File: src/rtl/alu_cmd_sequencer.sv
// -----------------------------------------------------------------------------
// alu_cmd_sequencer
//
// Initiator side of a 4-bit combinational ALU.
// - Accepts one command (opcode + operands) over a valid/ready handshake.
// - Holds the operands in registers so the ALU only ever sees stable inputs.
// - Waits one cycle for the ALU to settle, captures the result and flags.
// - Returns them as a response over a second valid/ready handshake.
//
// Ports
//   clk            system clock, rising edge
//   rst            asynchronous, active-high reset
//   cmd_valid      command present
//   cmd_ready      sequencer idle and able to take a command
//   cmd_sel        ALU opcode:
//                    000 add, 001 sub, 010 not A, 011 and,
//                    100 or,  101 xor, 110 signed less-than, 111 equal
//   cmd_a / cmd_b  operands
//   cmd_chain      (only with ALU_SEQ_CHAIN_EN) take A from the previous result
//   alu_sel        registered opcode to the ALU
//   alu_a / alu_b  registered operands to the ALU
//   alu_result     ALU result
//   alu_overflow   ALU overflow flag
//   alu_carry      ALU carry flag
//   rsp_valid      response present
//   rsp_ready      consumer accepts the response
//   rsp_result     captured result
//   rsp_zero       captured result == 0
//   rsp_overflow   captured overflow, add/sub only
//   rsp_carry      captured carry, add/sub only
//   op_count       number of responses consumed (wraps)
//
// Build option
//   ALU_SEQ_CHAIN_EN : adds cmd_chain. When cmd_chain is set on accept,
//                      operand A is taken from the last captured rsp_result.
// -----------------------------------------------------------------------------
module alu_cmd_sequencer #(
    parameter int CNT_W = 8
) (
    input  logic             clk,
    input  logic             rst,
    input  logic             cmd_valid,
    output logic             cmd_ready,
    input  logic [2:0]       cmd_sel,
    input  logic [3:0]       cmd_a,
    input  logic [3:0]       cmd_b,
`ifdef ALU_SEQ_CHAIN_EN
    input  logic             cmd_chain,
`endif
    output logic [2:0]       alu_sel,
    output logic [3:0]       alu_a,
    output logic [3:0]       alu_b,
    input  logic [3:0]       alu_result,
    input  logic             alu_overflow,
    input  logic             alu_carry,
    output logic             rsp_valid,
    input  logic             rsp_ready,
    output logic [3:0]       rsp_result,
    output logic             rsp_zero,
    output logic             rsp_overflow,
    output logic             rsp_carry,
    output logic [CNT_W-1:0] op_count
);

    typedef enum logic [1:0] {
        ST_IDLE = 2'd0,
        ST_EXEC = 2'd1,
        ST_RESP = 2'd2
    } state_t;

    state_t            r_state;
    state_t            w_state_next;
    logic              w_accept;
    logic              w_capture;
    logic              w_consume;
    logic              w_arith;
    logic [3:0]        w_a_load;

    logic [2:0]        r_alu_sel;
    logic [3:0]        r_alu_a;
    logic [3:0]        r_alu_b;
    logic              r_rsp_valid;
    logic [3:0]        r_rsp_result;
    logic              r_rsp_zero;
    logic              r_rsp_overflow;
    logic              r_rsp_carry;
    logic [CNT_W-1:0]  r_op_count;

    // ------------------------------------------------------------------
    // State register
    // ------------------------------------------------------------------
    always_ff @(posedge clk or posedge rst) begin
        if (rst) begin
            r_state <= ST_IDLE;
        end else begin
            r_state <= w_state_next;
        end
    end

    // ------------------------------------------------------------------
    // Next-state and handshake decode
    // ------------------------------------------------------------------
    always_comb begin
        w_state_next = r_state;
        w_accept     = 1'b0;
        w_capture    = 1'b0;
        w_consume    = 1'b0;
        case (r_state)
            ST_IDLE: begin
                if (cmd_valid) begin
                    w_accept     = 1'b1;
                    w_state_next = ST_EXEC;
                end
            end
            ST_EXEC: begin
                // Operands have been stable for a full cycle; sample the ALU.
                w_capture    = 1'b1;
                w_state_next = ST_RESP;
            end
            ST_RESP: begin
                if (rsp_ready) begin
                    w_consume    = 1'b1;
                    w_state_next = ST_IDLE;
                end
            end
            default: begin
                w_state_next = ST_IDLE;
            end
        endcase
    end

    // Ready depends on state only, so upstream can never form a loop through it.
    assign cmd_ready = (r_state == ST_IDLE);

    // Overflow and carry are only meaningful for add (000) and sub (001).
    assign w_arith = (r_alu_sel == 3'b000) || (r_alu_sel == 3'b001);

`ifdef ALU_SEQ_CHAIN_EN
    assign w_a_load = cmd_chain ? r_rsp_result : cmd_a;
`else
    assign w_a_load = cmd_a;
`endif

    // ------------------------------------------------------------------
    // Operand registers
    // ------------------------------------------------------------------
    always_ff @(posedge clk or posedge rst) begin
        if (rst) begin
            r_alu_sel <= 3'd0;
            r_alu_a   <= 4'd0;
            r_alu_b   <= 4'd0;
        end else if (w_accept) begin
            r_alu_sel <= cmd_sel;
            r_alu_a   <= w_a_load;
            r_alu_b   <= cmd_b;
        end
    end

    // ------------------------------------------------------------------
    // Response registers. Payload is left in place after the handshake
    // and only overwritten by the next capture.
    // ------------------------------------------------------------------
    always_ff @(posedge clk or posedge rst) begin
        if (rst) begin
            r_rsp_valid    <= 1'b0;
            r_rsp_result   <= 4'd0;
            r_rsp_zero     <= 1'b0;
            r_rsp_overflow <= 1'b0;
            r_rsp_carry    <= 1'b0;
        end else if (w_capture) begin
            r_rsp_valid    <= 1'b1;
            r_rsp_result   <= alu_result;
            r_rsp_zero     <= (alu_result == 4'd0);
            r_rsp_overflow <= alu_overflow & w_arith;
            r_rsp_carry    <= alu_carry & w_arith;
        end else if (w_consume) begin
            r_rsp_valid    <= 1'b0;
        end
    end

    // ------------------------------------------------------------------
    // Completed-operation counter, counts consumed responses only.
    // ------------------------------------------------------------------
    always_ff @(posedge clk or posedge rst) begin
        if (rst) begin
            r_op_count <= '0;
        end else if (w_consume) begin
            r_op_count <= r_op_count + 1'b1;
        end
    end

    assign alu_sel      = r_alu_sel;
    assign alu_a        = r_alu_a;
    assign alu_b        = r_alu_b;
    assign rsp_valid    = r_rsp_valid;
    assign rsp_result   = r_rsp_result;
    assign rsp_zero     = r_rsp_zero;
    assign rsp_overflow = r_rsp_overflow;
    assign rsp_carry    = r_rsp_carry;
    assign op_count     = r_op_count;

endmodule
File: config.mk
export PLATFORM = sky130hd
export DESIGN_NAME = alu_cmd_sequencer
export DESIGN_NICKNAME = d
export VERILOG_FILES = /design/src/rtl/alu_cmd_sequencer.sv
export SDC_FILE = /design/constraint.sdc
export NUM_CORES = 1
export LEC_CHECK = 0
export BUFFER_PORTS_ARGS = -buffer_cell sky130_fd_sc_hd__buf_2
export CAP_MARGIN = 20
export CORE_UTILIZATION = 50
export CTS_CLUSTER_SIZE = 10
export DETAILED_ROUTE_END_ITERATION = 8
export HOLD_SLACK_MARGIN = 0.08
export PLACE_DENSITY = 0.84
export SLEW_MARGIN = 20
export SYNTH_ARGS = -nofsm -noshare
export SYNTH_HDL_FRONTEND = slang
export SYNTH_SLANG_ARGS = --single-unit
File: constraint.sdc
create_clock -name clk -period 3.68 [get_ports clk]
set_input_delay 0.552 -clock clk [delete_from_list [all_inputs] [get_ports clk]]
set_output_delay 0.552 -clock clk [all_outputs]
set_load 0.01 [all_outputs]
== Word level (Yosys, flattened, before mapping) ==
Index checks and enable logic that the tools add are counted.
Cells by class
  add/sub/neg operators: 1
  eq/ne operators: 5
  mux-type cells: 10
  bitwise logic cells: 2
  reduce and logical (&&, ||, !) cells: 6
Operators by type and width (count)
  $add A8 B1 Y8 const B: 1
  $mux W1: 7
  $pmux W2 S3: 1
  $logic_not A4 Y1: 1
  $mux W2: 2
  $ne A2 B2 Y1 const B: 2
  $eq A3 B1 Y1 const B: 1
  $logic_not A3 Y1: 1
  $and A1 B1 Y1: 2
  $eq A2 B1 Y1 const B: 1
  $eq A2 B2 Y1 const B: 1
  $logic_not A2 Y1: 1
  $reduce_and A2 Y1: 1
  $reduce_bool A2 Y1: 1
  $logic_or A1 B1 Y1: 1
Word-level totals
  register bits after elaboration: 29
  input bits: 21
  output and inout port bits: 28
  word-level logic and storage cells: 34

== Depth between registers and ports, before layout ==
Gate-level depths: netlist of the first run.
  depth after elaboration: 4
  depth in mapped cells: 4
  mapped depth without buffers: 4

== Worst setup path after synthesis of the first run ==
OpenSTA, ideal clock, no wires.
  path type: reg-to-reg
  start: register r_state[1]
  end: register r_alu_a[0], in the netlist alu_a[0]
  library setup time: 0.125 ns
  data arrival time: 1.264 ns
  data required time: 3.555 ns
  path slack: 2.291 ns
  cell stages (with the launch flop): 5
  path buffers: 1
  period minus slack after synthesis: 1.389 ns
  cells stage by stage: dfrtp_1 > nor2_1 > and2_4 > buf_6 > mux2_4
On the way
  word-level cells in the longest chain between the ends: 2
RTL lines
  from (decl): line 71  | state_t r_state;
  from (signal assigned): line 96  | r_state <= w_state_next;
  $logic_not A2 Y1
  net cmd_ready: line 43  | output logic cmd_ready,
  $mux W1: line 108  | case (r_state)
  to (signal assigned): line 154  | r_alu_a <= w_a_load;
  to (decl): line 80  | logic [3:0] r_alu_a;
The timed path passes the listed nets, and every way through them passes these cells.
A chain may end at the register's enable or synchronous reset.

== Worst setup path in the final report of the first run ==
  start: register r_state[1]
  end: output port cmd_ready
On the way
  word-level cells in the longest chain between the ends: 1
RTL lines
  $logic_not A2 Y1: line 133  | assign cmd_ready = (r_state == ST_IDLE);
  to (decl): line 43
Every way passes these cells.

==> results of run 1 <==
==> per-stage QoR <==
step	util [%]	cell area [µm²]	total power, mW
4_1_cts	68.3	1510	1.24
2_1_floorplan	-	1180	0.848
6_report	68.3	1510	1.23
5_1_grt	68.3	1510	1.31
3_5_place_dp	65.2	1440	1.02
3_3_place_gp	65.2	1440	1.00
==> synthesized netlist by cell type (all sizes together) <==
library cell and instances:
and2 1, nor3 3, nand2 9, mux2 15, o21ai 2, ha 1, nand4 3, inv 1
nand4b 1, nand3b 1, nand2b 2, buf 2, xnor2 3, dfrtp 29, or4 1, xor2 4
a22o 2, nor2 3, and3b 1
==> worst paths after layout <==
kind / slack (ns) / start / endpoint / cells after the start
max: 2.00 / r_state[1] / cmd_ready / 2
min: 0.26 / rst / rsp_result[1] / 2
max reg2reg: 2.29 / r_state[1] / alu_sel[0] / 3
min reg2reg: 0.47 / op_count[7] / op_count[7] / 1
max in group asynchronous: 3.04 / rst / alu_b[0] / 2
min in group clk: 0.44 / alu_carry / rsp_carry / 2
==> kinds of logic after synthesis <==
| group | Yosys count | share of synthesized area (%) |
|---|---|---|
| XOR/XNOR | 7 | 5.19 |
| adder cells (fa/ha/maj) | 1 | 1.06 |
| AND/OR/NAND/NOR | 25 | 11.2 |
| flip-flops | 29 | 61.4 |
| buffers and inverters | 3 | 1.69 |
| AO/OA/AOI/OAI | 4 | 2.33 |
| multiplexers | 15 | 17.1 |
==> critical path, cell delays in order, from the launching register on <==
cell,delay [ns]
dfrtp_1,0.44
nor2_1,0.19
buf_2,0.17
==> where the power goes <==
group | internal (mW) | leakage, nW | total (mW) | switching [mW]
logic | 0.256 | 0.401 | 0.468 | 0.213
clock network | 0.111 | 0.0413 | 0.219 | 0.108
registers | 0.451 | 0.357 | 0.546 | 0.0958
==> registers in the layout, indices dropped and copies added (netlist names) <==
| register | count |
|---|---|
| op_count | 8 |
| rsp_carry | 1 |
| rsp_overflow | 1 |
| rsp_valid | 1 |
| alu_sel | 3 |
| alu_b | 4 |
| alu_a | 4 |
| r_state | 2 |
| rsp_result | 4 |
| rsp_zero | 1 |
==> area by class of cell <==
| cell class | count | area, µm² |
|---|---|---|
| Clock buffer | 7 | 65.1 |
| Clock inverter | 1 | 5.00 |
| Fill cell | 187 | 701 |
| Inverter | 1 | 3.75 |
| Multi-Input combinational cell | 52 | 437 |
| Sequential cell | 29 | 726 |
| Tap cell | 28 | 35.0 |
| Timing Repair Buffer | 48 | 240 |
==> layer usage <==
| layer | wire length (µm) | global-route usage, % | vias to the layer above |
|---|---|---|---|
| li1 | - | - | 395 |
| met2 | 1100 | 32.2 | 36 |
| met1 | 986 | 23.3 | 404 |
| met3 | 133 | 4.55 | 4 |
| met4 | 31 | 15.3 | 0 |
| met5 | 0 | 0 | - |
==> results by group, run 1 <==
Outcome
  – Outcome: complete, no violations

Detailed routing
  – Drt total wl: 2.25 mm
  – Via Count: 839
  – Via-to-Cell Ratio: 5.05
  – Avg WL per Cell: 13.5 µm
  – Pre-Repair DR Iteration Count: 4
  – Final ANT Viol Nets: 0
  – Drc violations: 0
  – Detailed Route Iter0 Violations: 9

Clocking
  – Post-CTS sizing: 0
  – CTS root buf: clkbuf_4
  – H-tree depth: 2
  – Post-CTS setup buffer count: 0
  – CTS tree: done
  – CTS Buffer Depth: 2
  – Clk sink count: 29
  – Clk_lat worst skew: 0.33 ns
  – CTS buffer count: 5
  – Hold-fix buffers at CTS: 0
  – Clk pin slew, worst setup/hold paths: 0.10 ns

Yosys
  – Synth area leaders: dfrtp_1 (61%), mux2_4 (11%), mux2_2 (5.7%)
  – Top-area cell type share of the netlist area: 61.4%
  – Area leader, netlist: dfrtp_1
  – Synth cell types: 21
  – Synth Cell Area: 1180 µm²
  – Yosys warning count: 0
  – FF+latch count, synth: 29
  – Mapped Nets: 106
  – Mapped Cells: 84
  – Seq/Total Area, Yosys: 61.4%
  – Synthesized area per cell: 14.1 µm²

GRT
  – Total GRT Usage: 20.1%
  – Initial antenna violation count: 0
  – Vias in the first global route: 831
  – First-pass GRT wire length: 3.58 mm
  – Grt ovf: 0
  – Pin count of the biggest net entering global routing: 30

Placement
  – I/O Buffers: 48
  – Count of placed standard cells including taps: 158
  – Final HPWL DP: 1.65 mm
  – GPL Wtd Cong: 0.722
  – Placement Setup Slack: 2.15 ns

Timing
  – Final Skew: 0.0118 ns
  – Fmax: 0.595 GHz
  – Pins Over Slew Limit: 0
  – Total Neg Setup Slack: 0 ns
  – PnR worst setup slack: 2.00 ns
  – Slew HR: 62.3%
  – Unrepaired setup endpoints after global routing: no
  – Worst hold slack: 0.263 ns
  – Fin crit share: 45.7%
  – Final setup violation count: 0
  – Worst Tran Pin Value: 0.565 ns
  – Fin crit period: 1.68 ns
  – Final hold vios: 0

Worst setup path
  – CP arrival: 1.13 ns
  – WS Path Type: flop to output port
  – Crit end category: output port
  – Worst path required time: 3.13 ns
  – Kind of launch point of the worst setup path: flop
  – Worst-path maximum fanout: 6

Layout
  – Layout cell share with drive strength beyond 1: 52.9%
  – Final Net Count: 159
  – # diodes: 0
  – Commonest non-fill, non-tap cell in the layout: buf_2
  – Layout area overhead: 27.8%
  – Commonest non-fill, non-tap cells in the layout: buf_2 (48), dfrtp_1 (29), mux2_4 (9), nand2_1 (9), mux2_2 (6)
  – Post-route insts no fill: 166

Power
  – Leakage: 0.799 nW
  – Max rail drop VDD: 0.000557 V
  – PD cells: 816 nW/µm²

Floorplan
  – Top Ports: 49
  – Die Area: 2560 µm²
  – Die H: 50.6 µm
  – Core footprint: 2210 µm²
  – Initial core utilization: 53.5%
  – Die W: 50.6 µm
  – # rows: 17

Hold path
  – Hold Path Class: primary input to asynchronous set/reset pin

Flow run
  – Maxcap violations: 0
(Power assumes the default switching activity.)
==> run 2: changes to the inputs <==
- ABC_AREA: not set -> 1
- CORE_UTILIZATION: 50 -> 47
- PLACE_DENSITY: 0.84 -> 0.79
- clock period: 3.68 -> 1.65 ns (I/O delays scaled with it)
==> results by group, run 2 <==
Yosys
  – Synth Cell Area: 1220 µm² (+3.3%)
  – Commonest cells post-synth: nand2_1 (57), dfrtp_1 (29), inv_1 (14)
  – Async SR Flop Fraction: 100% (unchanged)
  – Synthesized area per cell: 9.18 µm² (-35%)
  – Area leader, netlist: dfrtp_1
  – Top-area cell type share of the netlist area: 59.4% (-1.9 points)
  – Yosys warning count: 0 (unchanged)
  – Most used DFF post-synth: dfrtp_1
  – Mapped Nets: 155 (+46%)
  – Synth area leaders: dfrtp_1 (59%), nand2_1 (18%), inv_1 (4.3%)
  – Post-synth EDFFs: 0 (unchanged)
  – Mapped Cells: 133 (+58%)
  – Seq/Total Area, Yosys: 59.4% (-1.9 points)
  – Most frequent cell after synthesis: nand2_1
  – Synth cell types: 19 (-9.5%)
  – FF+latch count, synth: 29 (unchanged)

Hold path
  – Hold Path Class: primary input to flop

Worst setup path
  – WS Path Type: flop to output port
  – Crit end category: output port
  – Kind of launch point of the worst setup path: flop
  – Worst-path maximum fanout: 5 (-1)
  – CP arrival: 1.09 ns (-0.04 ns)
  – Worst path required time: 1.40 ns (-1.73 ns)

GRT
  – Initial antenna violation count: 0 (unchanged)
  – Pin count of the biggest net entering global routing: 30 (unchanged)
  – Total GRT Usage: 20.1% (about the same)
  – First-pass GRT wire length: 3.84 mm (+7.3%)
  – Vias in the first global route: 902 (+8.5%)
  – Grt ovf: 0 (unchanged)

Clocking
  – Clk sink count: 29 (unchanged)
  – CTS tree: done
  – CTS root buf: clkbuf_4
  – Clk_lat worst skew: 0.32 ns (about the same)
  – CTS Buffer Depth: 2 (unchanged)
  – Hold-fix buffers at CTS: 1 (+1)
  – Post-CTS sizing: 0 (unchanged)
  – H-tree depth: 2 (unchanged)
  – Post-CTS setup buffer count: 0 (unchanged)
  – CTS buffer count: 5 (unchanged)
  – Clk pin slew, worst setup/hold paths: 0.09 ns (about the same)

Floorplan
  – Die W: 53.0 µm (+4.6%)
  – # rows: 18 (+1)
  – Die Area: 2810 µm² (+9.5%)
  – Core footprint: 2450 µm² (+11%)
  – Die H: 53.0 µm (+4.6%)
  – Initial core utilization: 49.7% (-3.7 points)
  – Top Ports: 49 (unchanged)

Timing
  – Slew HR: 75.4% (+13 points)
  – Fin crit share: 81.2%
  – Final Skew: 0.0104 ns (-0.00144 ns)
  – Worst hold slack: 0.117 ns (-0.146 ns)
  – Final hold vios: 0 (unchanged)
  – Pins Over Slew Limit: 0 (unchanged)
  – Worst Tran Pin Value: 0.368 ns (-0.198 ns)
  – Fin crit period: 1.34 ns
  – Fmax: 0.747 GHz
  – Final setup violation count: 0 (unchanged)
  – Unrepaired setup endpoints after global routing: no
  – Total Neg Setup Slack: 0 ns (unchanged)

Layout
  – Max reg flops: 8 (unchanged)
  – Fill cell total of the finished layout: 212 (+13%)
  – Layout area overhead: 27.8% (about the same)
  – Post-route insts no fill: 218 (+31%)
  – Final Net Count: 209 (+31%)
  – # diodes: 0 (unchanged)
  – Layout cell share with drive strength beyond 1: 33.5% (-19 points)
  – Commonest non-fill, non-tap cells in the layout: nand2_1 (57), buf_2 (48), dfrtp_1 (29), inv_1 (14), o21ai_0 (7)
  – Commonest non-fill, non-tap cell in the layout: nand2_1

Detailed routing
  – Detailed Route Iter0 Violations: 14 (+5)
  – Drc violations: 0 (unchanged)
  – Avg WL per Cell: 10.8 µm (-20%)
  – Via Count: 1017 (+21%)
  – Via-to-Cell Ratio: 4.67 (-7.7%)
  – Final ANT Viol Nets: 0 (unchanged)
  – Drt total wl: 2.36 mm (+5.1%)
  – Pre-Repair DR Iteration Count: 4 (unchanged)

Placement
  – Final HPWL DP: 1.74 mm (+5.5%)
  – I/O Buffers: 48 (unchanged)
  – Count of placed standard cells including taps: 209 (+32%)
  – GPL Wtd Cong: 0.698 (-3.4%)

Power
  – Final Power: 2.63 mW (+110%)
  – Max rail drop VDD: 0.00112 V (+100%)
  – PD cells: 1680 nW/µm² (+110%)
  – Leakage: 0.905 nW (+13%)

Flow run
  – Maxcap violations: 0 (unchanged)

Outcome
  – Outcome: complete, no violations
run 2: worst paths after layout:
kind                            start             to  slack, ns  cells past startpoint
max                        r_state[1]      cmd_ready       0.31                      2
min                        cmd_sel[0]     alu_sel[0]       0.12                      3
max reg2reg                r_state[1]     alu_sel[1]       0.33                      5
min reg2reg                  rsp_zero       rsp_zero       0.48                      2
max in group asynchronous         rst  rsp_result[3]       0.86                      4
min in group asynchronous         rst    op_count[7]       0.51                      4
run 2: area by class of cell:
class                   instances  area [µm²]  share of cell area [%]
flip-flops and latches         29         726                    46.5
multi-input cells              87         417                    26.7
well taps                      30        37.5                    2.41
repair buffers                 50         258                    16.5
clock buffers                   7        65.1                    4.17
clock inverters                 1        5.00                   0.321
inverters                      14        52.6                    3.37
run 2: cell families (layout without fill, tap and decap cells):
family                     Yosys count  in the layout  share of synthesized area [%]
AOI/OAI and AO/OA                    8              8                           3.28
xor gates and xnor gates             4              4                           2.87
adders and majority gates            1              1                           1.02
buffers and inverters               17             72                           6.45
DFF                                 29             29                           59.4
and+or+nand+nor                     74             74                           26.9
run 2: power by group:
part	leakage [nW]	total (mW)	switching [mW]	internal, mW
Combinational	0.509	0.940	0.557	0.383
Sequential	0.355	1.19	0.199	0.991
Clock	0.0413	0.495	0.248	0.247
run 2: metrics by stage:
| step | cell area [µm²] | setup slack [ns] | utilization [%] |
|---|---|---|---|
| finish | 1560 | 0.311 | 63.6 |
| global route | 1560 | 0.193 | 63.6 |
| CTS | 1560 | 0.284 | 63.6 |
| detailed placement | 1480 | 0.352 | 60.3 |
| global placement | 1480 | 0.426 | 60.3 |
| floorplan | 1220 | 0.521 | - |
run 2: routing by layer:
metal	global-route usage, %	part of all wire [%]	up-vias
met2	33.1	49	31
met1	22.5	45	471
met3	9.20	6.1	2
met5	0	0	-
li1	-	-	513
met4	7.89	0.47	0
run 2: critical path, cell delays in order (launching register included):
cell     delay (ns)
dfrtp_1        0.46
nor2_2         0.16
buf_2          0.15
